File: config.mk
export PLATFORM = sky130hd
export DESIGN_NAME = fb_write_arbiter
export DESIGN_NICKNAME = d
export VERILOG_FILES = /design/src/rtl/fb_write_arbiter.sv
export SDC_FILE = /design/constraint.sdc
export NUM_CORES = 1
export LEC_CHECK = 0
export ABC_AREA = 0
export CAP_MARGIN = 5
export CELL_PAD_IN_SITES_DETAIL_PLACEMENT = 0
export CELL_PAD_IN_SITES_GLOBAL_PLACEMENT = 1
export CORE_ASPECT_RATIO = 0.5
export CORE_MARGIN = 4
export CORE_UTILIZATION = 38
export DETAILED_ROUTE_END_ITERATION = 10
export PLACE_DENSITY_LB_ADDON = 0.15
export SETUP_SLACK_MARGIN = 0.4
export SYNTH_ARGS = -nofsm -noshare
export SYNTH_HDL_FRONTEND = slang
export SYNTH_SLANG_ARGS = --single-unit
File: constraint.sdc
create_clock -name clk -period 6.85 [get_ports clk]
set_clock_uncertainty 0.2 [all_clocks]
set_input_delay 1.0275 -clock clk [delete_from_list [all_inputs] [get_ports clk]]
set_output_delay 1.0275 -clock clk [all_outputs]
set_load 0.05 [all_outputs]
File: src/rtl/fb_write_arbiter.sv
// Frame-buffer pixel write-port arbiter: round-robin pixel requesters plus a
// run-fill engine that owns the port from the accepted start to its last write.
module fb_write_arbiter #(
  parameter int AW   = 15,
  parameter int DW   = 3,
  parameter int NREQ = 3
) (
  input  logic               clk,
  input  logic               rst,
  input  logic [NREQ-1:0]    req,
  input  logic [NREQ*AW-1:0] req_addr,
  input  logic [NREQ*DW-1:0] req_data,
  output logic [NREQ-1:0]    ack,
  input  logic               fill_start,
  input  logic [AW-1:0]      fill_base,
  input  logic [AW-1:0]      fill_len,
  input  logic [DW-1:0]      fill_color,
  output logic               fill_busy,
  output logic               fill_done,
  output logic [AW-1:0]      mem_px_addr,
  output logic [DW-1:0]      mem_px_data,
  output logic               px_wr
);

  localparam int PW = (NREQ > 1) ? $clog2(NREQ) : 1;

  typedef enum logic [0:0] {IDLE, FILL} state_t;

  state_t        state;
  logic [PW-1:0] rr_ptr;
  logic [PW-1:0] grant_idx;
  logic          grant_vld;
  logic          fill_go;
  logic          arb_en;
  logic [AW-1:0] grant_addr;
  logic [DW-1:0] grant_data;
  logic [AW-1:0] cnt_addr;
  logic [AW-1:0] remaining;
  logic [DW-1:0] color_q;

  function automatic logic [PW-1:0] wrap_inc(input logic [PW-1:0] v);
    if (int'(v) == NREQ - 1) return '0;
    return v + 1'b1;
  endfunction

  // The first write of a fill is issued on the accepting edge, so a start is
  // refused while the final write of a previous fill is still on the outputs.
  assign fill_go = rst && (state == IDLE) && !fill_busy && fill_start && (fill_len != '0);
  assign arb_en  = rst && (state == IDLE) && !fill_go;

  always_comb begin
    logic [PW-1:0] cand;
    grant_vld = 1'b0;
    grant_idx = '0;
    cand      = rr_ptr;
    for (int k = 0; k < NREQ; k++) begin
      if (!grant_vld && req[cand]) begin
        grant_vld = 1'b1;
        grant_idx = cand;
      end
      cand = wrap_inc(cand);
    end
  end

  always_comb begin
    ack = '0;
    if (arb_en && grant_vld) ack[grant_idx] = 1'b1;
  end

  always_comb begin
    grant_addr = '0;
    grant_data = '0;
    for (int i = 0; i < NREQ; i++) begin
      if (grant_idx == PW'(i)) begin
        grant_addr = req_addr[i*AW +: AW];
        grant_data = req_data[i*DW +: DW];
      end
    end
  end

  always_ff @(posedge clk) begin
    if (!rst) begin
      state       <= IDLE;
      rr_ptr      <= '0;
      mem_px_addr <= '0;
      mem_px_data <= '0;
      px_wr       <= 1'b0;
      fill_busy   <= 1'b0;
      fill_done   <= 1'b0;
      cnt_addr    <= '0;
      remaining   <= '0;
      color_q     <= '0;
    end else begin
      px_wr     <= 1'b0;
      fill_busy <= 1'b0;
      fill_done <= 1'b0;
      case (state)
        IDLE: begin
          if (fill_go) begin
            mem_px_addr <= fill_base;
            mem_px_data <= fill_color;
            px_wr       <= 1'b1;
            fill_busy   <= 1'b1;
            fill_done   <= (fill_len == AW'(1));
            cnt_addr    <= fill_base + 1'b1;
            remaining   <= fill_len - 1'b1;
            color_q     <= fill_color;
            if (fill_len != AW'(1)) state <= FILL;
          end else if (grant_vld) begin
            mem_px_addr <= grant_addr;
            mem_px_data <= grant_data;
            px_wr       <= 1'b1;
            rr_ptr      <= wrap_inc(grant_idx);
          end
        end
        FILL: begin
          mem_px_addr <= cnt_addr;
          mem_px_data <= color_q;
          px_wr       <= 1'b1;
          fill_busy   <= 1'b1;
          cnt_addr    <= cnt_addr + 1'b1;
          remaining   <= remaining - 1'b1;
          if (remaining == AW'(1)) begin
            fill_done <= 1'b1;
            state     <= IDLE;
          end
        end
        default: state <= IDLE;
      endcase
    end
  end

endmodule

==> flow_summary.yaml, run 1 <==
global_route:
  grt_remaining_overflow: 0
  grt_max_degree: 79
  grt_pass1_vias: 4660
  grt_pass1_wl_um: 24300
  antenna_found_initial: 0
  grt_usage: 0.227
sta:
  rsz0062_at_grt: "no"
  slew_violations: 0
  fin_crit_sh: 0.804
  max_slew_margin: 0.213
  min_period_ns: 5.51
  holdWs_ns: 0.256
  setup_violations: 0
  hold_violations: 0
  setup_tns_ns: 0
  worst_pin_slew_ns: 1.18
  timing.fmax_mhz: 182
yosys:
  synthDistinctLibCells: 66
  syn_area_um2: 4250
  synth_top_area_frac: 0.268
  synth_top_area_cell: "dfxtp_1"
  synthTopCellsByArea: "dfxtp_1 (27%), o22ai_1 (6.0%), a21oi_1 (4.7%)"
  synth_cells: 561
  yosys_warnings: 0
  synth_edf_count: 0
  synth_flop_cell: "dfxtp_1"
  async_reset_ff_frac: 0
  synth_nets: 659
  syn_area_per_cell_um2: 7.58
  ys_ff_latch: 57
  ys_seq_area_frac: 0.268
setup_path:
  path_class: "in -> out"
  arrival_ns: 4.28
  cp-start-kind: "primary input"
  endpoint_kind: "output pin"
  crit_fanout: 10
  crit_required_ns: 5.62
power_and_ir_drop:
  seqPwrFrac: 0.313
  p_leak_nw: 1.96
  power_density_nw_per_um2: 218
  p_int_mw: 0.843
  peakVddDrop_v: 0.000107
  power.switching_mw: 0.426
  p_clk_frac: 0.379
  p_comb_frac: 0.308
  p_sw_frac: 0.336
routing:
  dr.first_iter.drc_count: 438
  firstDrtPassIters: 5
  wl_per_cell_um: 19.2
  via_per_inst: 6.21
  drc: 0
  routed_wl_um: 15300
  via_count: 4943
  ant_nets: 0
floorplan:
  io_pins: 117
  fp.dieH_um: 82.8
  initial_core_util: 0.403
  std_cell_rows: 26
  fp.dieArea_um2: 13100
  coreArea_um2: 10500
  dieWidth_um: 158
flow_run:
  maxCapViolations: 0
clock_network:
  cts.sinks: 57
  cts_hold_buffers: 0
  postCtsSetupRepairBufs: 0
  htree_levels: 3
  post_cts_resized: 0
  cts_made_buffers: 9
  clk_latency_ns: 0.33
  clock-root-buffer: "clkbuf_16"
  clkTransAtPathRegs_ns: 0.05
  cts_tree: "yes"
  ctsLongestPathBuffers: 2
final_layout:
  drive_gt1_frac: 0.0640
  final_cell_area_um2: 5810
  syn_to_final_growth_pct: 36.6
  num_antenna_cells: 0
  nets: 749
placement:
  gp_congestion: 0.908
  place_area_um2: 5490
  portBuffers: 116
  dp_hpwl_um: 10800
outcome:
  status: "complete, no violations"
min_path:
  min_path_type: "reg -> reg"
## flip-flops by register name (all words and copies together) (netlist names)
signal	count
fill_busy	1
fill_done	1
mem_px_data	3
state	1
color_q	3
remaining	15
cnt_addr	15
mem_px_addr	15
px_wr	1
rr_ptr	2
## Yosys cell counts, types with 3 or more instances
| cell | number |
|---|---|
| ha_1 | 5 |
| nand3b_1 | 7 |
| inv_1 | 10 |
| o211ai_1 | 4 |
| a21boi_0 | 22 |
| buf_2 | 7 |
| o22ai_1 | 41 |
| buf_1 | 4 |
| nand4_1 | 16 |
| xor2_1 | 6 |
| or4_1 | 3 |
| a22oi_1 | 9 |
| clkbuf_1 | 36 |
| mux2i_1 | 9 |
| nor2_1 | 41 |
| or3_1 | 5 |
| nand2b_1 | 3 |
| nand3_1 | 38 |
| o311ai_0 | 6 |
| o21ai_0 | 19 |
| o221ai_1 | 18 |
| nor3_1 | 6 |
| a32o_1 | 16 |
| dfxtp_1 | 57 |
| and2_1 | 7 |
| nand2_1 | 32 |
| a211oi_1 | 3 |
| xnor2_1 | 8 |
| nor2b_1 | 4 |
| a31oi_1 | 17 |
| nor4_1 | 12 |
| o31ai_1 | 3 |
| a21oi_1 | 40 |
| o21a_1 | 6 |
## layer usage
layer	part of all wire	GRT usage
met1	0.47	0.326
met2	0.43	0.335
met3	0.089	0.0633
met4	0.010	0.0570
met5	0	0
## metrics by stage
step                      setup WS [ns]  std cells  power, mW  utilization
final                              1.34        796       1.27        0.551
after global routing               1.20        796       1.33        0.551
after CTS                          1.40        796       1.27        0.551
after floorplan                    1.81        561      0.636            -
after detailed placement           1.43        780      0.790        0.521
after global placement             1.44        780      0.788        0.521
## logic make-up after synthesis
logic type | count (synthesis) | share of synthesized area
xor gates and xnor gates | 14 | 0.0288
buffers and inverters | 58 | 0.0532
adders and majority gates | 5 | 0.0147
AOI/OAI and AO/OA | 226 | 0.370
and+or+nand+nor | 190 | 0.238
muxes | 11 | 0.0265
DFF | 57 | 0.268
## critical path, cell delays in order
cell and delay, ns:
clkdlybuf4s50_1 0.47, inv_1 0.08, ha_1 0.22, nor4b_1 0.33, and4_1 0.54, o21ai_1 0.26, nor4_1 0.46, clkdlybuf4s50_1 0.89
## power groups by stage
stage / registers, mW / clock network, mW / logic, mW
2_1_floorplan: 0.442 / 0 / 0.193
3_3_place_gp: 0.403 / 0 / 0.386
3_5_place_dp: 0.403 / 0 / 0.386
4_1_cts: 0.397 / 0.489 / 0.388
5_1_grt: 0.401 / 0.506 / 0.422
6_report: 0.397 / 0.481 / 0.391
## final timing paths
kind / start / endpoint / slack [ns] / depth (start not counted)
max reg2reg: state / cnt_addr[11] / 3.50 / 6
max: fill_len[0] / ack[2] / 1.34 / 8
min: color_q[1] / color_q[1] / 0.26 / 2
min reg2reg: color_q[1] / color_q[1] / 0.26 / 2
## cell usage in the layout (no fill, tap or decap), types with 5 or more instances in the layout
master,Yosys,layout
a31oi_1,17,17
o21a_1,6,6
ha_1,5,5
and2_1,7,7
nand2_1,32,32
mux2i_1,9,9
nand4_1,16,16
buf_4,0,10
nor3_1,6,6
o221ai_1,18,18
xor2_1,6,6
inv_1,10,10
or3_1,5,5
nor2_1,41,41
a32o_1,16,16
o21ai_0,19,19
clkdlybuf4s50_1,0,116
clkbuf_16,0,9
nand3_1,38,38
o22ai_1,41,41
a22oi_1,9,9
xnor2_1,8,8
a21oi_1,40,40
o311ai_0,6,6
nor4_1,12,12
nand3b_1,7,7
a21boi_0,22,22
dfxtp_1,57,56
## area by class of cell
type | count | area (µm²)
fill | 1018 | 4730
multi-input combinational | 446 | 2890
timing repair buffer | 126 | 1240
sequential | 57 | 1140
clock buffer | 9 | 225
tap | 140 | 175
clock inverter | 7 | 95.1
inverter | 11 | 41.3
Power figures use the tool's default switching activity.
==> inputs of run 2 (changes only) <==
- CORE_UTILIZATION: 38 -> 32
- clock period: 6.85 -> 4.7 ns (I/O delays scaled with it)
==> flow_summary.yaml, run 2 (synthesis results as in run 1) <==
outcome:
  status: "complete, no violations"
floorplan:
  io_pins: 117
  fp.dieH_um: 89.5
  std_cell_rows: 29
  dieWidth_um: 171
  initial_core_util: 0.331
  fp.dieArea_um2: 15300
  coreArea_um2: 12800
placement:
  portBuffers: 116
  dp_hpwl_um: 11500
  gp_congestion: 0.862
  preCtsSetupSlack_ns: 0.556
clock_network:
  cts.sinks: 57
  clk_latency_ns: 0.33
  clkTransAtPathRegs_ns: 0.05
  cts_hold_buffers: 0
  postCtsSetupRepairBufs: 0
  cts_tree: "yes"
  clock-root-buffer: "clkbuf_16"
  htree_levels: 3
  cts_made_buffers: 9
  ctsLongestPathBuffers: 2
routing:
  ant_nets: 0
  routed_wl_um: 15900
  drc: 0
  firstDrtPassIters: 5
  wl_per_cell_um: 19.0
  via_count: 4913
  via_per_inst: 5.87
  dr.first_iter.drc_count: 466
setup_path:
  crit_required_ns: 3.80
  endpoint_kind: "output pin"
  crit_fanout: 11
  path_class: "in -> out"
  arrival_ns: 3.22
  cp-start-kind: "primary input"
final_layout:
  largestRegisters: "cnt_addr (15), mem_px_addr (15), remaining (15)"
  syn_to_final_growth_pct: 39.7
  nets: 760
  layout_commonest_cell: "clkdlybuf4s50_1"
  nFillCells: 1333
  seq_area_um2: 1140
  drive_gt1_frac: 0.0855
  finish.utilization: 0.463
  multiInputGateArea_um2: 2890
  num_antenna_cells: 0
  layout_common_cells: "clkdlybuf4s50_1 (113), dfxtp_1 (56), nor2_1 (41), o22ai_1 (41), a21oi_1 (40)"
power_and_ir_drop:
  p_leak_nw: 2.02
  peakVddDrop_v: 0.000142
  p_clk_frac: 0.367
  power.switching_mw: 0.635
  seqPwrFrac: 0.318
  p_comb_frac: 0.315
  power_density_nw_per_um2: 309
  p_int_mw: 1.20
  fin_total_pwr_mw: 1.84
  p_sw_frac: 0.346
sta:
  rsz0062_at_grt: "no"
  hold_violations: 0
  max_slew_margin: 0.520
  slew_violations: 0
  worst_pin_slew_ns: 0.719
  worst_slack_ns: 0.578
  timing.fmax_mhz: 243
  setup_violations: 0
  fin_crit_sh: 0.877
  setup_tns_ns: 0
  min_period_ns: 4.12
global_route:
  use_met1: 0.285
  grt_pass1_wl_um: 24900
  grt_usage: 0.206
  use_met2: 0.314
  grt_remaining_overflow: 0
  antenna_found_initial: 0
  top_usage_layer: "met2"
  gr-usage-met3: 0.0649
  grt_max_degree: 55
  grt_pass1_vias: 4593
flow_run:
  maxCapViolations: 0
min_path:
  min_path_type: "reg -> reg"
==> run 2: cell count changes in the layout (fill, tap and decap cells not counted), sizes merged <==
| cell | before | now |
|---|---|---|
| clkinvlp | 4 | 5 |
| bufinv | 2 | 1 |
| buf | 10 | 24 |
| clkinv | 2 | 1 |
| clkbuf | 9 | 10 |
| clkdlybuf4s50 | 116 | 113 |
==> run 2: metal layers <==
metal	up-vias	wire (µm)
met1	2297	7650
met2	189	6660
met5	-	0
met3	13	1430
li1	2414	-
met4	0	193
==> run 2: path summary, 6_finish.rpt <==
kind,start,end,slack [ns],cells after the start
setup / recovery,fill_len[0],ack[2],0.58,9
hold / removal,color_q[1],color_q[1],0.26,2
setup reg to reg,state,cnt_addr[11],1.59,7
hold reg to reg,color_q[1],color_q[1],0.26,2
==> run 2: worst max-delay path, cell delays in order <==
cell	delay (ns)
clkdlybuf4s50_1	0.46
inv_1	0.08
ha_1	0.21
nor4b_1	0.31
and4_1	0.29
o21ai_1	0.16
buf_4	0.24
nor4_1	0.54
buf_12	0.21
==> run 2: power groups by stage <==
stage / combinational, mW / sequential, mW / clock (mW)
6_report: 0.578 / 0.583 / 0.673
5_1_grt: 0.629 / 0.590 / 0.704
4_1_cts: 0.577 / 0.583 / 0.684
3_5_place_dp: 0.576 / 0.593 / 0
3_3_place_gp: 0.574 / 0.593 / 0
2_1_floorplan: 0.281 / 0.645 / 0
==> run 2: layout make-up <==
class                      instances  area share
clock inverter                     6      0.0114
tap                              170      0.0358
clock buffer                      10      0.0402
timing repair buffer             137       0.227
multi-input combinational        446       0.487
inverter                          11     0.00695
sequential                        57       0.192
==> run 2: per-stage QoR <==
step	std cells	hold WS [ns]	instance area [µm²]
finish	837	0.258	5940
CTS	837	0.257	5940
global placement	821	0.242	5630
floorplan	561	0.236	4250
global route	837	0.278	5940
detailed placement	821	0.250	5630
==> run 2: what timing repair did <==
item                                    in CTS  in global routing
hold endpoints to repair                     0                  0
endpoints found under the setup margin       0                  1
gates resized for setup                      0                  1
